`config.mk`:
```
export PLATFORM = sky130hd
export DESIGN_NAME = fifo_multichannel_flat
export DESIGN_NICKNAME = d
export VERILOG_FILES = /design/src/rtl/fifo_multichannel_pkg.sv /design/src/rtl/fifo_multichannel_if.sv /design/src/rtl/fifo_multichannel_channel.sv /design/src/rtl/fifo_multichannel.sv /design/src/flat_wrapper.sv
export SDC_FILE = /design/constraint.sdc
export NUM_CORES = 1
export LEC_CHECK = 0
export CORE_UTILIZATION = 61
export CTS_CLUSTER_SIZE = 8
export DETAILED_ROUTE_END_ITERATION = 10
export MAX_ROUTING_LAYER = met4
export PLACE_DENSITY = 0.79
export SKIP_LAST_GASP = 1
export SYNTH_ARGS = -nofsm -noshare
export SYNTH_HDL_FRONTEND = slang
export SYNTH_SLANG_ARGS = --single-unit
```
`constraint.sdc`:
```
create_clock -name clock -period 3 [get_ports clock]
set_clock_uncertainty 0.1 [all_clocks]
set_input_delay 0.6 -clock clock [delete_from_list [all_inputs] [get_ports clock]]
set_output_delay 0.6 -clock clock [all_outputs]
set_load 0.01 [all_outputs]
```
`src/rtl/fifo_multichannel_pkg.sv`:
```
// Shared constants and helpers for the multi-channel FIFO.
package fifo_pkg;

    localparam int DEFAULT_DATA_WIDTH = 8;
    localparam int DEFAULT_DEPTH      = 16;

    // Ceil-log2 clamped to at least 1 so single-entry selects still get a bit.
    function automatic int safe_clog2(input int value);
        int r;
        r = 0;
        while ((1 << r) < value) r++;
        return (r < 1) ? 1 : r;
    endfunction

endpackage

```
`src/rtl/fifo_multichannel_if.sv`:
```
// Channel-addressed write/read bus plus per-channel status for fifo_multichannel.
interface fifo_multichannel_if
    import fifo_pkg::*;
#(
    parameter int DATA_WIDTH = DEFAULT_DATA_WIDTH,
    parameter int DEPTH      = DEFAULT_DEPTH,
    parameter int CHANNELS   = 4
);
    localparam int CH_W  = safe_clog2(CHANNELS);
    localparam int CNT_W = safe_clog2(DEPTH) + 1;

    logic                      write_enable;
    logic [CH_W-1:0]           write_channel;
    logic [DATA_WIDTH-1:0]     write_data;
    logic                      read_enable;
    logic [CH_W-1:0]           read_channel;
    logic [DATA_WIDTH-1:0]     read_data;
    logic                      read_valid;
    logic [CHANNELS-1:0]       fifo_full;
    logic [CHANNELS-1:0]       fifo_empty;
    logic [CHANNELS-1:0]       fifo_almost_full;
    logic [CHANNELS*CNT_W-1:0] fill_level;
    logic                      error_clear;
    logic [CHANNELS-1:0]       overflow;
    logic [CHANNELS-1:0]       underflow;

    modport master (
        output write_enable, write_channel, write_data,
        output read_enable, read_channel, error_clear,
        input  read_data, read_valid, fifo_full, fifo_empty,
        input  fifo_almost_full, fill_level, overflow, underflow
    );

    modport slave (
        input  write_enable, write_channel, write_data,
        input  read_enable, read_channel, error_clear,
        output read_data, read_valid, fifo_full, fifo_empty,
        output fifo_almost_full, fill_level, overflow, underflow
    );

endinterface

```
`src/rtl/fifo_multichannel_channel.sv`:
```
// One queue of the multi-channel FIFO: storage, pointers, count and status.
// Sticky overflow/underflow registers exist only with FIFO_ERROR_FLAGS_EN.
module fifo_channel
    import fifo_pkg::*;
#(
    parameter int DATA_WIDTH = DEFAULT_DATA_WIDTH,
    parameter int DEPTH      = DEFAULT_DEPTH,
    parameter int AF_LEVEL   = DEPTH - 2,
    parameter int PTR_W      = safe_clog2(DEPTH),
    parameter int CNT_W      = PTR_W + 1
) (
    input  logic                  clock,
    input  logic                  reset_n,
    input  logic                  wr_en_i,
    input  logic [DATA_WIDTH-1:0] wr_data_i,
    input  logic                  rd_en_i,
    input  logic                  err_clr_i,
    output logic [DATA_WIDTH-1:0] rd_data_o,
    output logic [CNT_W-1:0]      cnt_o,
    output logic                  full_o,
    output logic                  empty_o,
    output logic                  afull_o,
    output logic                  ovf_o,
    output logic                  udf_o
);
    logic [DATA_WIDTH-1:0] mem_q [DEPTH];
    logic [PTR_W-1:0]      wr_ptr_q, rd_ptr_q;
    logic [CNT_W-1:0]      cnt_q, cnt_d;
    logic                  wr_acc, rd_acc;

    assign full_o  = (cnt_q == CNT_W'(DEPTH));
    assign empty_o = (cnt_q == '0);
    assign afull_o = (cnt_q >= CNT_W'(AF_LEVEL));
    assign cnt_o   = cnt_q;

    // Acceptance sees only pre-edge flags; a full queue can still drain this cycle.
    assign wr_acc    = wr_en_i & ~full_o;
    assign rd_acc    = rd_en_i & ~empty_o;
    assign rd_data_o = mem_q[rd_ptr_q];

    always_comb begin
        cnt_d = cnt_q;
        case ({wr_acc, rd_acc})
            2'b10:   cnt_d = cnt_q + CNT_W'(1);
            2'b01:   cnt_d = cnt_q - CNT_W'(1);
            default: cnt_d = cnt_q;
        endcase
    end

    always_ff @(posedge clock) begin
        if (wr_acc) mem_q[wr_ptr_q] <= wr_data_i;
    end

    always_ff @(posedge clock or negedge reset_n) begin
        if (!reset_n) begin
            wr_ptr_q <= '0;
            rd_ptr_q <= '0;
            cnt_q    <= '0;
        end else begin
            if (wr_acc) wr_ptr_q <= wr_ptr_q + PTR_W'(1);
            if (rd_acc) rd_ptr_q <= rd_ptr_q + PTR_W'(1);
            cnt_q <= cnt_d;
        end
    end

`ifdef FIFO_ERROR_FLAGS_EN
    logic ovf_q, udf_q;

    // A fresh error in the clearing cycle takes priority over the clear.
    always_ff @(posedge clock or negedge reset_n) begin
        if (!reset_n) begin
            ovf_q <= 1'b0;
            udf_q <= 1'b0;
        end else begin
            ovf_q <= (ovf_q & ~err_clr_i) | (wr_en_i & full_o);
            udf_q <= (udf_q & ~err_clr_i) | (rd_en_i & empty_o);
        end
    end

    assign ovf_o = ovf_q;
    assign udf_o = udf_q;
`else
    logic unused_err_clr;
    assign unused_err_clr = err_clr_i;
    assign ovf_o = 1'b0;
    assign udf_o = 1'b0;
`endif

endmodule

```
`src/rtl/fifo_multichannel.sv`:
```
// Single-clock multi-channel FIFO: channel decode, read mux and registered read port.
// Optional sticky error flags via FIFO_ERROR_FLAGS_EN.
module fifo_multichannel
    import fifo_pkg::*;
#(
    parameter int DATA_WIDTH        = DEFAULT_DATA_WIDTH,
    parameter int DEPTH             = DEFAULT_DEPTH,
    parameter int CHANNELS          = 4,
    parameter int ALMOST_FULL_LEVEL = DEPTH - 2
) (
    input  logic               clock,
    input  logic               reset_n,
    fifo_multichannel_if.slave fifo_if
);
    localparam int CH_W  = safe_clog2(CHANNELS);
    localparam int PTR_W = safe_clog2(DEPTH);
    localparam int CNT_W = PTR_W + 1;

    logic [CHANNELS-1:0]                 wr_sel, rd_sel;
    logic [CHANNELS-1:0]                 ch_full, ch_empty, ch_afull, ch_ovf, ch_udf;
    logic [CHANNELS-1:0][DATA_WIDTH-1:0] ch_rdata;
    logic [CHANNELS-1:0][CNT_W-1:0]      ch_cnt;

    logic                  rd_acc;
    logic [DATA_WIDTH-1:0] rdata_mux;
    logic [DATA_WIDTH-1:0] rd_data_q, rd_data_d;
    logic                  rd_vld_q, rd_vld_d;

    // Indices at or beyond CHANNELS match no select line, so they vanish silently.
    for (genvar c = 0; c < CHANNELS; c++) begin : g_ch
        assign wr_sel[c] = fifo_if.write_enable && (fifo_if.write_channel == CH_W'(c));
        assign rd_sel[c] = fifo_if.read_enable  && (fifo_if.read_channel  == CH_W'(c));

        fifo_channel #(
            .DATA_WIDTH (DATA_WIDTH),
            .DEPTH      (DEPTH),
            .AF_LEVEL   (ALMOST_FULL_LEVEL),
            .PTR_W      (PTR_W),
            .CNT_W      (CNT_W)
        ) u_ch (
            .clock     (clock),
            .reset_n   (reset_n),
            .wr_en_i   (wr_sel[c]),
            .wr_data_i (fifo_if.write_data),
            .rd_en_i   (rd_sel[c]),
            .err_clr_i (fifo_if.error_clear),
            .rd_data_o (ch_rdata[c]),
            .cnt_o     (ch_cnt[c]),
            .full_o    (ch_full[c]),
            .empty_o   (ch_empty[c]),
            .afull_o   (ch_afull[c]),
            .ovf_o     (ch_ovf[c]),
            .udf_o     (ch_udf[c])
        );
    end

    assign rd_acc = |(rd_sel & ~ch_empty);

    always_comb begin
        rdata_mux = '0;
        for (int c = 0; c < CHANNELS; c++) begin
            if (rd_sel[c]) rdata_mux = ch_rdata[c];
        end
    end

    always_comb begin
        rd_vld_d  = rd_acc;
        rd_data_d = rd_acc ? rdata_mux : rd_data_q;
    end

    always_ff @(posedge clock or negedge reset_n) begin
        if (!reset_n) begin
            rd_vld_q  <= 1'b0;
            rd_data_q <= '0;
        end else begin
            rd_vld_q  <= rd_vld_d;
            rd_data_q <= rd_data_d;
        end
    end

    assign fifo_if.read_data        = rd_data_q;
    assign fifo_if.read_valid       = rd_vld_q;
    assign fifo_if.fifo_full        = ch_full;
    assign fifo_if.fifo_empty       = ch_empty;
    assign fifo_if.fifo_almost_full = ch_afull;
    assign fifo_if.fill_level       = ch_cnt;
    assign fifo_if.overflow         = ch_ovf;
    assign fifo_if.underflow        = ch_udf;

endmodule
```
`src/flat_wrapper.sv`:
```
// flat-port wrapper written by rule: the top's interface ports become plain ports
module fifo_multichannel_flat import fifo_pkg::*;
#(
    parameter int DATA_WIDTH        = DEFAULT_DATA_WIDTH,
    parameter int DEPTH             = DEFAULT_DEPTH,
    parameter int CHANNELS          = 4,
    parameter int ALMOST_FULL_LEVEL = DEPTH - 2
)
  (clock, reset_n, fifo_if_write_enable, fifo_if_write_channel, fifo_if_write_data, fifo_if_read_enable, fifo_if_read_channel, fifo_if_error_clear, fifo_if_read_data, fifo_if_read_valid, fifo_if_fifo_full, fifo_if_fifo_empty, fifo_if_fifo_almost_full, fifo_if_fill_level, fifo_if_overflow, fifo_if_underflow);
  fifo_multichannel_if #(.DATA_WIDTH(DATA_WIDTH), .DEPTH(DEPTH), .CHANNELS(CHANNELS)) fifo_if_i ();
  input  logic clock;
  input  logic reset_n;
  input wire logic [$bits(fifo_if_i.write_enable)-1:0] fifo_if_write_enable;
  input wire logic [$bits(fifo_if_i.write_channel)-1:0] fifo_if_write_channel;
  input wire logic [$bits(fifo_if_i.write_data)-1:0] fifo_if_write_data;
  input wire logic [$bits(fifo_if_i.read_enable)-1:0] fifo_if_read_enable;
  input wire logic [$bits(fifo_if_i.read_channel)-1:0] fifo_if_read_channel;
  input wire logic [$bits(fifo_if_i.error_clear)-1:0] fifo_if_error_clear;
  output wire logic [$bits(fifo_if_i.read_data)-1:0] fifo_if_read_data;
  output wire logic [$bits(fifo_if_i.read_valid)-1:0] fifo_if_read_valid;
  output wire logic [$bits(fifo_if_i.fifo_full)-1:0] fifo_if_fifo_full;
  output wire logic [$bits(fifo_if_i.fifo_empty)-1:0] fifo_if_fifo_empty;
  output wire logic [$bits(fifo_if_i.fifo_almost_full)-1:0] fifo_if_fifo_almost_full;
  output wire logic [$bits(fifo_if_i.fill_level)-1:0] fifo_if_fill_level;
  output wire logic [$bits(fifo_if_i.overflow)-1:0] fifo_if_overflow;
  output wire logic [$bits(fifo_if_i.underflow)-1:0] fifo_if_underflow;
  assign fifo_if_i.write_enable = fifo_if_write_enable;
  assign fifo_if_i.write_channel = fifo_if_write_channel;
  assign fifo_if_i.write_data = fifo_if_write_data;
  assign fifo_if_i.read_enable = fifo_if_read_enable;
  assign fifo_if_i.read_channel = fifo_if_read_channel;
  assign fifo_if_i.error_clear = fifo_if_error_clear;
  assign fifo_if_read_data = fifo_if_i.read_data;
  assign fifo_if_read_valid = fifo_if_i.read_valid;
  assign fifo_if_fifo_full = fifo_if_i.fifo_full;
  assign fifo_if_fifo_empty = fifo_if_i.fifo_empty;
  assign fifo_if_fifo_almost_full = fifo_if_i.fifo_almost_full;
  assign fifo_if_fill_level = fifo_if_i.fill_level;
  assign fifo_if_overflow = fifo_if_i.overflow;
  assign fifo_if_underflow = fifo_if_i.underflow;
  fifo_multichannel #(.DATA_WIDTH(DATA_WIDTH), .DEPTH(DEPTH), .CHANNELS(CHANNELS), .ALMOST_FULL_LEVEL(ALMOST_FULL_LEVEL)) u_core (.clock(clock), .reset_n(reset_n), .fifo_if(fifo_if_i));
endmodule
```
# Word-level counts from Yosys, hierarchy flattened
# Memory sizes are Yosys's and may differ from the RTL's.
# Index checks and enable logic that the tools add are counted.
# word_totals
output_inout_bits	49
word_cells	109
mem_bits_rw	512
register_bits	61
mem_count	4
# op_classes
bitwise_logic	18
mux	16
magnitude_cmp	4
eq_ne	18
addsub	16
n_reduce_logical	19
# memory_table
memory	words	width	read_ports	rd_clocked_by_memory_dff	write_ports	line	source
u_core.g_ch[0].u_ch.mem_q	16	8	1	0	1	fifo_multichannel_channel.sv:26	logic [DATA_WIDTH-1:0] mem_q [DEPTH];
u_core.g_ch[1].u_ch.mem_q	16	8	1	0	1	fifo_multichannel_channel.sv:26	
u_core.g_ch[2].u_ch.mem_q	16	8	1	0	1	fifo_multichannel_channel.sv:26	
u_core.g_ch[3].u_ch.mem_q	16	8	1	0	1	fifo_multichannel_channel.sv:26	
# ops
op	count
5-bit case mux with 2 select lines	4
4-bit by 1-bit adder with 4-bit output (second input constant)	8
8-bit two-way mux	4
5-bit by 1-bit adder with 5-bit output (second input constant)	4
5-bit == test (second input constant)	4
5-bit by 4-bit >= comparator with 1-bit output (second input constant)	4
5-bit zero test	4
5-bit by 1-bit subtractor with 5-bit output (second input constant)	4
2-bit == test (second input constant)	8
2-bit by 1-bit == test with 1-bit output (second input constant)	6
1-bit AND	8
1-bit logical AND	8
1-bit two-way mux	8
1-bit NOT	8
2-bit nonzero test	4
4-bit AND	1
2-bit zero test	2
4-bit NOT	1
4-bit OR reduction	1

# Logic depth before layout (Yosys ltp)
# Gate-level depths: netlist of the first run.
# depth
ltp_word	6
mapped_depth	14
depth_no_buf	14

# By module
# A second synthesis of the first run with hierarchy kept.
# hier_totals
cells_unflattened	1381
area_unflattened_um2	23871.6
# modules_own_cells
mod	instances	area_per_inst_um2	seq_area_each_um2	cells_per_inst
fifo_channel at u_core.g_ch[0].u_ch ...	3	5806.8	4169.0	336
fifo_channel at u_core.g_ch[3].u_ch	1	5764.3	4169.0	323
fifo_multichannel	1	686.9	225.2	50

# Least setup slack after synthesis of the first run
# Ideal clock, no wire load.
# synth_path
path_type	input to register
start	input port fifo_if_read_channel[0]
end	register u_core.g_ch[0].u_ch.cnt_q[4]
setup_slack_ps	207
arrival_ps	2565
path_stages	12
required_ps	2772
path_cell_list	nand2b_1 > buf_4 > nor3_1 > ha_1 > inv_1 > fa_1 > inv_1 > a21o_1 > a21oi_1 > xnor2_1 > nor2_1 > xor2_1
# synth_via
elab_chain_cells	5
# synth_rtl
item	line	source
start: declaration	flat_wrapper.sv:17	input wire logic [$bits(fifo_if_i.read_channel)-1:0] fifo_if_read_channel;
2-bit zero test (*)	fifo_multichannel.sv:32	assign rd_sel[c] = fifo_if.read_enable && (fifo_if.read_channel == CH_W'(c));
1-bit logical AND (*)	fifo_multichannel.sv:32	
1-bit AND (*)	fifo_multichannel_channel.sv:38	assign rd_acc = rd_en_i & ~empty_o;
via u_core.g_ch[0].u_ch.rd_acc	fifo_multichannel_channel.sv:29	logic wr_acc, rd_acc;
2-bit by 1-bit == test with 1-bit output or 2-bit == test (tied branches)	fifo_multichannel_channel.sv:43	case ({wr_acc, rd_acc})
5-bit case mux with 2 select lines or 2-bit nonzero test (tied branches)	n/a	
end signal: assignment	fifo_multichannel_channel.sv:62	cnt_q <= cnt_d;
end: declaration	fifo_multichannel_channel.sv:28	logic [CNT_W-1:0] cnt_q, cnt_d;
# The timed path passes the listed nets; every way through them passes the cells marked *.
# A chain may end at the register's enable or synchronous reset.

# Worst setup path after layout of the first run
# layout_path
start	register u_core.g_ch[3].u_ch.cnt_q[0]
end	output port fifo_if_fifo_empty[3]
# layout_via
elab_chain_cells	1
# layout_rtl
item	line	source
start: declaration	fifo_multichannel_channel.sv:28	
start signal: assignment	fifo_multichannel_channel.sv:62	
5-bit zero test	fifo_multichannel_channel.sv:32	assign empty_o = (cnt_q == '0);
end: declaration	flat_wrapper.sv:22	output wire logic [$bits(fifo_if_i.fifo_empty)-1:0] fifo_if_fifo_empty;
# Every way passes these cells.

==> metrics.txt, run 1 <==
status complete, no violations; simple-gate share of the synthesized area 4.73%; finished layout cell area 28100 um2; Vias/cell 6.32; antenna cells 0; die area 39700 um2; Max-Cap Viols 0; worst r2r dst u_core.g_ch[3].u_ch.cnt_o[4]$_DFFE_PN0P_; Final Cycle Share 97.7%; RSZ-0062 raised after global routing false; ratio of cells with drive above 1 in the final layout 22.4%; Seq cells post-synth 573; Avg Inst Size Synth 17.6 um2; vias in the first global route 13600; first-pass GRT wire length 82800 um; Initial Util 62.5%; Area Overhead vs Synth 18.6%; Final Hold Viols 0; Tmin final 2.93 ns; Lkg Pwr 9.96 nW; YS warnings 0; relative slew slack 36.8%; maximum clock path buffer count 3; Post-Place Cells 1992; Synth Area in Compound Gates 4.43%; Iter 0 DRT Violations 1522; wire per inst 25.8 um; Post-Synth Adder-Cell Area 2.24%; CTS tree yes; xor/xnor share of the synthesized area 1.63%; GPL Wtd Cong 0.854; switching share of total power 30.1%; Clk Tree Root Cell clkbuf_16; Placement Cell Area 25700 um2; Vias 13500; CTS sink cnt 573; Buffers on Ports 56; clk slew on worst S/H paths 0.05 ns; initial antenna violation count 1; die height 199 um; final wirelength 55200 um; R2R setup slack 0.16 ns; Reg-to-Reg Start u_core.g_ch[3].u_ch.cnt_o[0]$_DFFE_PN0P_; Syn Std Cell Area 23700 um2; Clock H-tree levels 3; clock share of power 32.9%; nets 1621; Pre-antenna DRT Iters 6; Crit. End Element output pin; Reg power frac 39.8%; Logic pwr share 27.2%; Clk Latency, worst-skew pair 0.58 ns; CP Max Fanout 5; Site Rows 71; total grt overflow 0; cell count after synthesis 1350; DRC 0; CTS Buf Count 81; Net Switching 0.00773 W; Core Footprint 37900 um2; Die W 199 um; Cell Pwr Density 912 nW/um2; largest net degree at the start of global routing 65; Final setup viols 0; Detail Placement HPWL 33200 um; largest family of logic cells by synthesized area multiplexers; critical path class flip-flop to output pin; internal power 0.0179 W; sequential fraction of the synthesis area 71.3%; max-slew violation count 0; critical path launch point type flip-flop; actual slew at the worst max-slew pin 0.947 ns; Cell Count, Final, Fillers Out 2140; multiplexer share of the synthesized area 12.9%; peak supply drop 0.000572 V; top_reg_cell synth edfxtp_1; fmax 341 MHz; Tot GR Track Use 29.9%; Reg2Reg Depth 11; # IOs 66; hold crit path type input port to asynchronous set/reset pin; EDFF count, synth 512; WP data arrival 2.23 ns; CP Data Required Time 2.30 ns; Routed Antenna Nets 0; async set or reset register ratio after synthesis 10.6%; # hold bufs at CTS 0; Distinct cells, synth 55; # Post-CTS Setup Buffers 0
per-stage QoR:
stage	util (%)	setup TNS (ns)	total power, W	hold slack, ns	worst slack (ns)
5_1_grt	74.1	0	0.0266	0.123	0.0170
3_3_place_gp	67.8	-1.28	0.0169	0.401	-0.246
4_1_cts	74.1	-0.0491	0.0257	0.106	-0.0491
2_1_floorplan	-	0	0.0147	0.204	0.207
6_report	74.1	0	0.0257	0.0637	0.0705
3_5_place_dp	67.8	-2.04	0.0171	0.415	-0.355
layout make-up:
cell class                      instances  area, um2
Multi-Input combinational cell        664       6210
Clock inverter                          3       22.5
Timing Repair Buffer                  213       1870
Clock buffer                          145       2350
Sequential cell                       573      16900
Inverter                               31        116
Fill cell                            2093       9810
Tap cell                              511        639
worst max-delay path: stages (launching register included):
cell	delay [ns]
dfrtp_2	0.45
nor4_4	0.31
and2b_2	0.30
clkdlybuf4s50_1	0.60
worst max path at each step:
stage	start	cells after the start	slack [ns]	endpoint
4_1_cts	u_core.g_ch[2].u_ch.cnt_o[1]$_DFFE_PN0P_	5	-0.05	fifo_if_fifo_empty[2]
2_1_floorplan	fifo_if_read_channel[0]	12	0.21	u_core.g_ch[0].u_ch.cnt_o[4]$_DFFE_PN0P_
6_report	u_core.g_ch[3].u_ch.cnt_o[0]$_DFFE_PN0P_	3	0.07	fifo_if_fifo_empty[3]
3_5_place_dp	fifo_if_write_enable	14	-0.35	u_core.g_ch[0].u_ch.cnt_o[4]$_DFFE_PN0P_
3_3_place_gp	fifo_if_write_enable	14	-0.25	u_core.g_ch[0].u_ch.cnt_o[4]$_DFFE_PN0P_
5_1_grt	u_core.g_ch[3].u_ch.cnt_o[0]$_DFFE_PN0P_	13	0.02	u_core.g_ch[3].u_ch.cnt_o[4]$_DFFE_PN0P_
timing repair:
item,CTS,global route
setup endpoints to repair,3,6
gates cloned,0,0
gates resized for setup,5,5
pin swaps,0,1
layout by cell type, fill, tap and decap left out, drive strengths merged, types with 9 or more instances in the layout:
master           n
xnor2           28
and2            19
nor3            15
clkdlybuf4s50   45
buf            166
dfrtp           61
a22oi           34
nor2            66
a211oi          14
edfxtp         512
a21oi           26
o21ai           17
xor2            16
nand2           53
inv             33
clkbuf         145
o2111ai          9
mux2i           94
nor2b           27
mux4            85
mux2            15
ha              36
a31oi           13
nand3           11
Yosys cell counts, types with 16 or more instances:
| master | count | area [um2] |
|---|---|---|
| nor2b_1 | 27 | 169 |
| a22oi_1 | 34 | 255 |
| ha_1 | 36 | 450 |
| inv_1 | 31 | 116 |
| o21ai_0 | 16 | 80.1 |
| xor2_1 | 16 | 140 |
| edfxtp_1 | 512 | 15400 |
| buf_4 | 32 | 240 |
| a21oi_1 | 26 | 130 |
| nand2_1 | 53 | 199 |
| dfrtp_1 | 61 | 1530 |
| nor2_1 | 65 | 244 |
| mux4_2 | 75 | 1690 |
| and2_1 | 19 | 119 |
| buf_2 | 27 | 135 |
| xnor2_1 | 28 | 245 |
| mux2i_1 | 94 | 941 |
flip-flops by register name (all words and copies together), names as in the netlist:
register and count:
u_core.fifo_if.read_data 8, u_core.fifo_if.read_valid 1, u_core.g_ch.u_ch.cnt_o 20, u_core.g_ch.u_ch.mem_q 512, u_core.g_ch.u_ch.rd_ptr_q 16, u_core.g_ch.u_ch.wr_ptr_q 16
power groups by stage:
stage / Clock, W / Sequential, W / Combinational (W)
global route: 0.00885 / 0.0103 / 0.00743
CTS: 0.00853 / 0.0102 / 0.00695
finish: 0.00845 / 0.0102 / 0.00698
floorplan: 0 / 0.00988 / 0.00477
detailed placement: 0 / 0.0103 / 0.00681
global placement: 0 / 0.0103 / 0.00660
cells by family after synthesis:
logic type | Yosys count
compound gates | 151
xor+xnor | 44
fa+ha+maj | 40
buf+inv | 120
flops | 573
mux | 194
other cells | 1
simple gates | 227
per-layer routing:
metal / global-route usage, % / vias to the layer above / routed length, um
met5: - / - / 0
met3: 5.00 / 140 / 4690
met4: 11.6 / 0 / 1900
li1: - / 5721 / -
met1: 39.0 / 6832 / 21200
met2: 47.5 / 832 / 27400
Power figures use the tool's default switching activity.
==> inputs of run 2 (changes only) <==
CORE_UTILIZATION = 45   (was 61)
PLACE_DENSITY = unset   (was 0.79)
==> run 2 against run 1 <==
Clock power rose by 0.9%. Critical path type unchanged. Flip-flop and latch count did not move. Combinational power barely moved. Wire length fell by 4.6%. Non-clock buffer count rose by 9. Sequential power barely moved. Highest routed layer unchanged. Global-route usage fell by 9.0 points. Cell area rose by 1.7%. Sequential share of layout area fell by 1.0 points. Critical path depth rose by 1. Die area rose by 35%. Count of clock-buffer cells in the layout rose by 5.
==> metrics.txt, run 2 (synthesis gave the netlist of run 1 again) <==
vias in the first global route 13100 (-3.7%); status complete, no violations; Reg power frac 39.5% (-0.3 points); Initial Util 45.9% (-17 points); commonest non-fill, non-tap cell in the layout edfxtp_1; switching share of total power 29.4% (-0.77 points); fmax 342 MHz (+0.25%); Final Cycle Share 97.4% (-0.24 points); RSZ-0062 raised after global routing true; Net Switching 0.00753 W (-2.5%); CTS tree yes; wire per inst 22.7 um (-12%); Area Overhead vs Synth 20.7%; clk slew on worst S/H paths 0.05 ns (about the same); Clk Latency, worst-skew pair 0.59 ns (about the same); Site Rows 83 (+17%); Final Hold Viols 0 (unchanged); Tot GR Track Use 20.8% (-9.0 points); Vias 12700 (-6.0%); finished layout cell area 28600 um2 (+1.7%); Tmin final 2.92 ns (-0.00726 ns); final wirelength 52600 um (-4.6%); # IOs 66 (unchanged); CTS Buf Count 81 (unchanged); Detail Placement HPWL 33500 um (+1.1%); Routed Antenna Nets 0 (unchanged); first-pass GRT wire length 79900 um (-3.5%); DRC 0 (unchanged); total grt overflow 0 (unchanged); Vias/cell 5.48 (-13%); internal power 0.0181 W (+1.2%); Iter 0 DRT Violations 1131 (-26%); die area 53600 um2 (+35%); ratio of cells with drive above 1 in the final layout 22.8% (+0.37 points); Clk Tree Root Cell clkbuf_16; maximum clock path buffer count 3 (unchanged); commonest cells after routing, fill and taps aside edfxtp_1, buf_4, mux2i_1; Buffers on Ports 56 (unchanged); max-slew violation count 0 (unchanged); Final setup viols 0 (unchanged); WP data arrival 2.22 ns (about the same); Critical-path top delay cell clkdlybuf4s50_1; actual slew at the worst max-slew pin 0.778 ns (-0.170 ns); CTS sink cnt 573 (unchanged); final core utilization 55.3% (-19 points); Crit. End Element output pin; nets 1630 (+0.56%); Pre-antenna DRT Iters 7 (+1); CP peak stage delay 0.53 ns (-0.07 ns); CP Data Required Time 2.30 ns (about the same); Cell Pwr Density 897 nW/um2 (-1.7%); Clock H-tree levels 3 (unchanged); Core Footprint 51700 um2 (+36%); critical path launch point type flip-flop; die height 232 um (+16%); CP delay by family, top buffers and inverters; Lkg Pwr 10.1 nW (+1.3%); hold crit path type input port to flip-flop; CP Max Fanout 5 (unchanged); filler cell count 4080 (+95%); largest net degree at the start of global routing 65 (unchanged); relative slew slack 48.2% (+11 points); max FFs per register 512 (unchanged); Max-Cap Viols 0 (unchanged); peak supply drop 0.000447 V (-22%); Buf/Inv on CP 2 (+1); Die W 232 um (+16%); critical path class flip-flop to output pin; clock share of power 33.2% (+0.3 points); initial antenna violation count 0 (-1); antenna cells 0 (unchanged); GPL Wtd Cong 0.809 (-5.3%); ordered list of cells on the worst path nor4_4, and2b_2, buf_4, clkdlybuf4s50_1; Logic pwr share 27.3% (about the same); Placement Cell Area 26100 um2 (+1.6%); Top reg by flops u_core.g_ch.u_ch.mem_q
run 2: final timing paths:
kind | startpoint | endpoint | slack [ns] | cells past startpoint
worst max-delay path | u_core.g_ch[0].u_ch.cnt_o[2]$_DFFE_PN0P_ | fifo_if_fifo_empty[0] | 0.08 | 4
worst min-delay path | fifo_if_write_data[4] | u_core.g_ch[2].u_ch.mem_q[0][4]$_DFFE_PP_ | 0.25 | 1
min in group asynchronous | reset_n | u_core.g_ch[1].u_ch.wr_ptr_q[1]$_DFFE_PN0P_ | 0.46 | 3
worst min register to register | u_core.g_ch[1].u_ch.wr_ptr_q[3]$_DFFE_PN0P_ | u_core.g_ch[1].u_ch.wr_ptr_q[3]$_DFFE_PN0P_ | 0.43 | 1
worst max register to register | u_core.g_ch[0].u_ch.rd_ptr_q[0]$_DFFE_PN0P_ | u_core.fifo_if.read_data[2]$_DFFE_PN0P_ | 0.24 | 6
max in group asynchronous | reset_n | u_core.g_ch[3].u_ch.rd_ptr_q[0]$_DFFE_PN0P_ | 1.97 | 3
run 2: final cells by class:
cell class,count,area [um2],share of cell area (%)
Clock inverter,2,13.8,0.0481
Sequential cell,573,16900,59.1
Multi-Input combinational cell,664,6230,21.8
Timing Repair Buffer,222,2080,7.28
Tap cell,680,851,2.97
Inverter,31,116,0.407
Clock buffer,150,2410,8.44
run 2: through the flow:
stage               std cells  hold slack (ns)  total power (W)  setup TNS (ns)  setup WS [ns]
floorplan                1357            0.204           0.0147               0          0.207
global placement         2168            0.417           0.0172           -1.54         -0.311
detailed placement       2168            0.421           0.0173           -1.97         -0.306
CTS                      2321            0.246           0.0259        -0.00450       -0.00450
global route             2322            0.253           0.0269         -0.0226        -0.0226
finish                   2322            0.254           0.0257               0         0.0778
run 2: power by group through the flow:
stage          combinational (W)  clock (W)  sequential [W]
4_1_cts                  0.00708    0.00870          0.0101
3_5_place_dp             0.00704          0          0.0103
2_1_floorplan            0.00477          0         0.00988
5_1_grt                  0.00761    0.00903          0.0102
3_3_place_gp             0.00697          0          0.0102
6_report                 0.00700    0.00853          0.0101
run 2: repair_timing:
item,4_1_cts,5_1_grt
gates resized for setup,7,7
pin swaps,0,2
hold endpoints to repair,61,0
setup buffers,0,1
setup endpoints to repair,4,5
hold buffers,1,0
run 2: worst reg2reg max path: stages, from the launching register on:
cell	delay [ns]
dfrtp_1	0.63
nor2b_1	0.56
a22oi_1	0.24
a31oi_1	0.37
o2111ai_1	0.30
a22oi_1	0.31
a21oi_1	0.11
run 2: routing by layer:
metal | global-route usage (%) | vias to the layer above | wire length [um]
li1 | - | 5762 | -
met1 | 27.8 | 6529 | 23200
met2 | 32.3 | 358 | 25100
met3 | 3.94 | 70 | 3120
met4 | 6.70 | 0 | 1150
met5 | - | - | 0
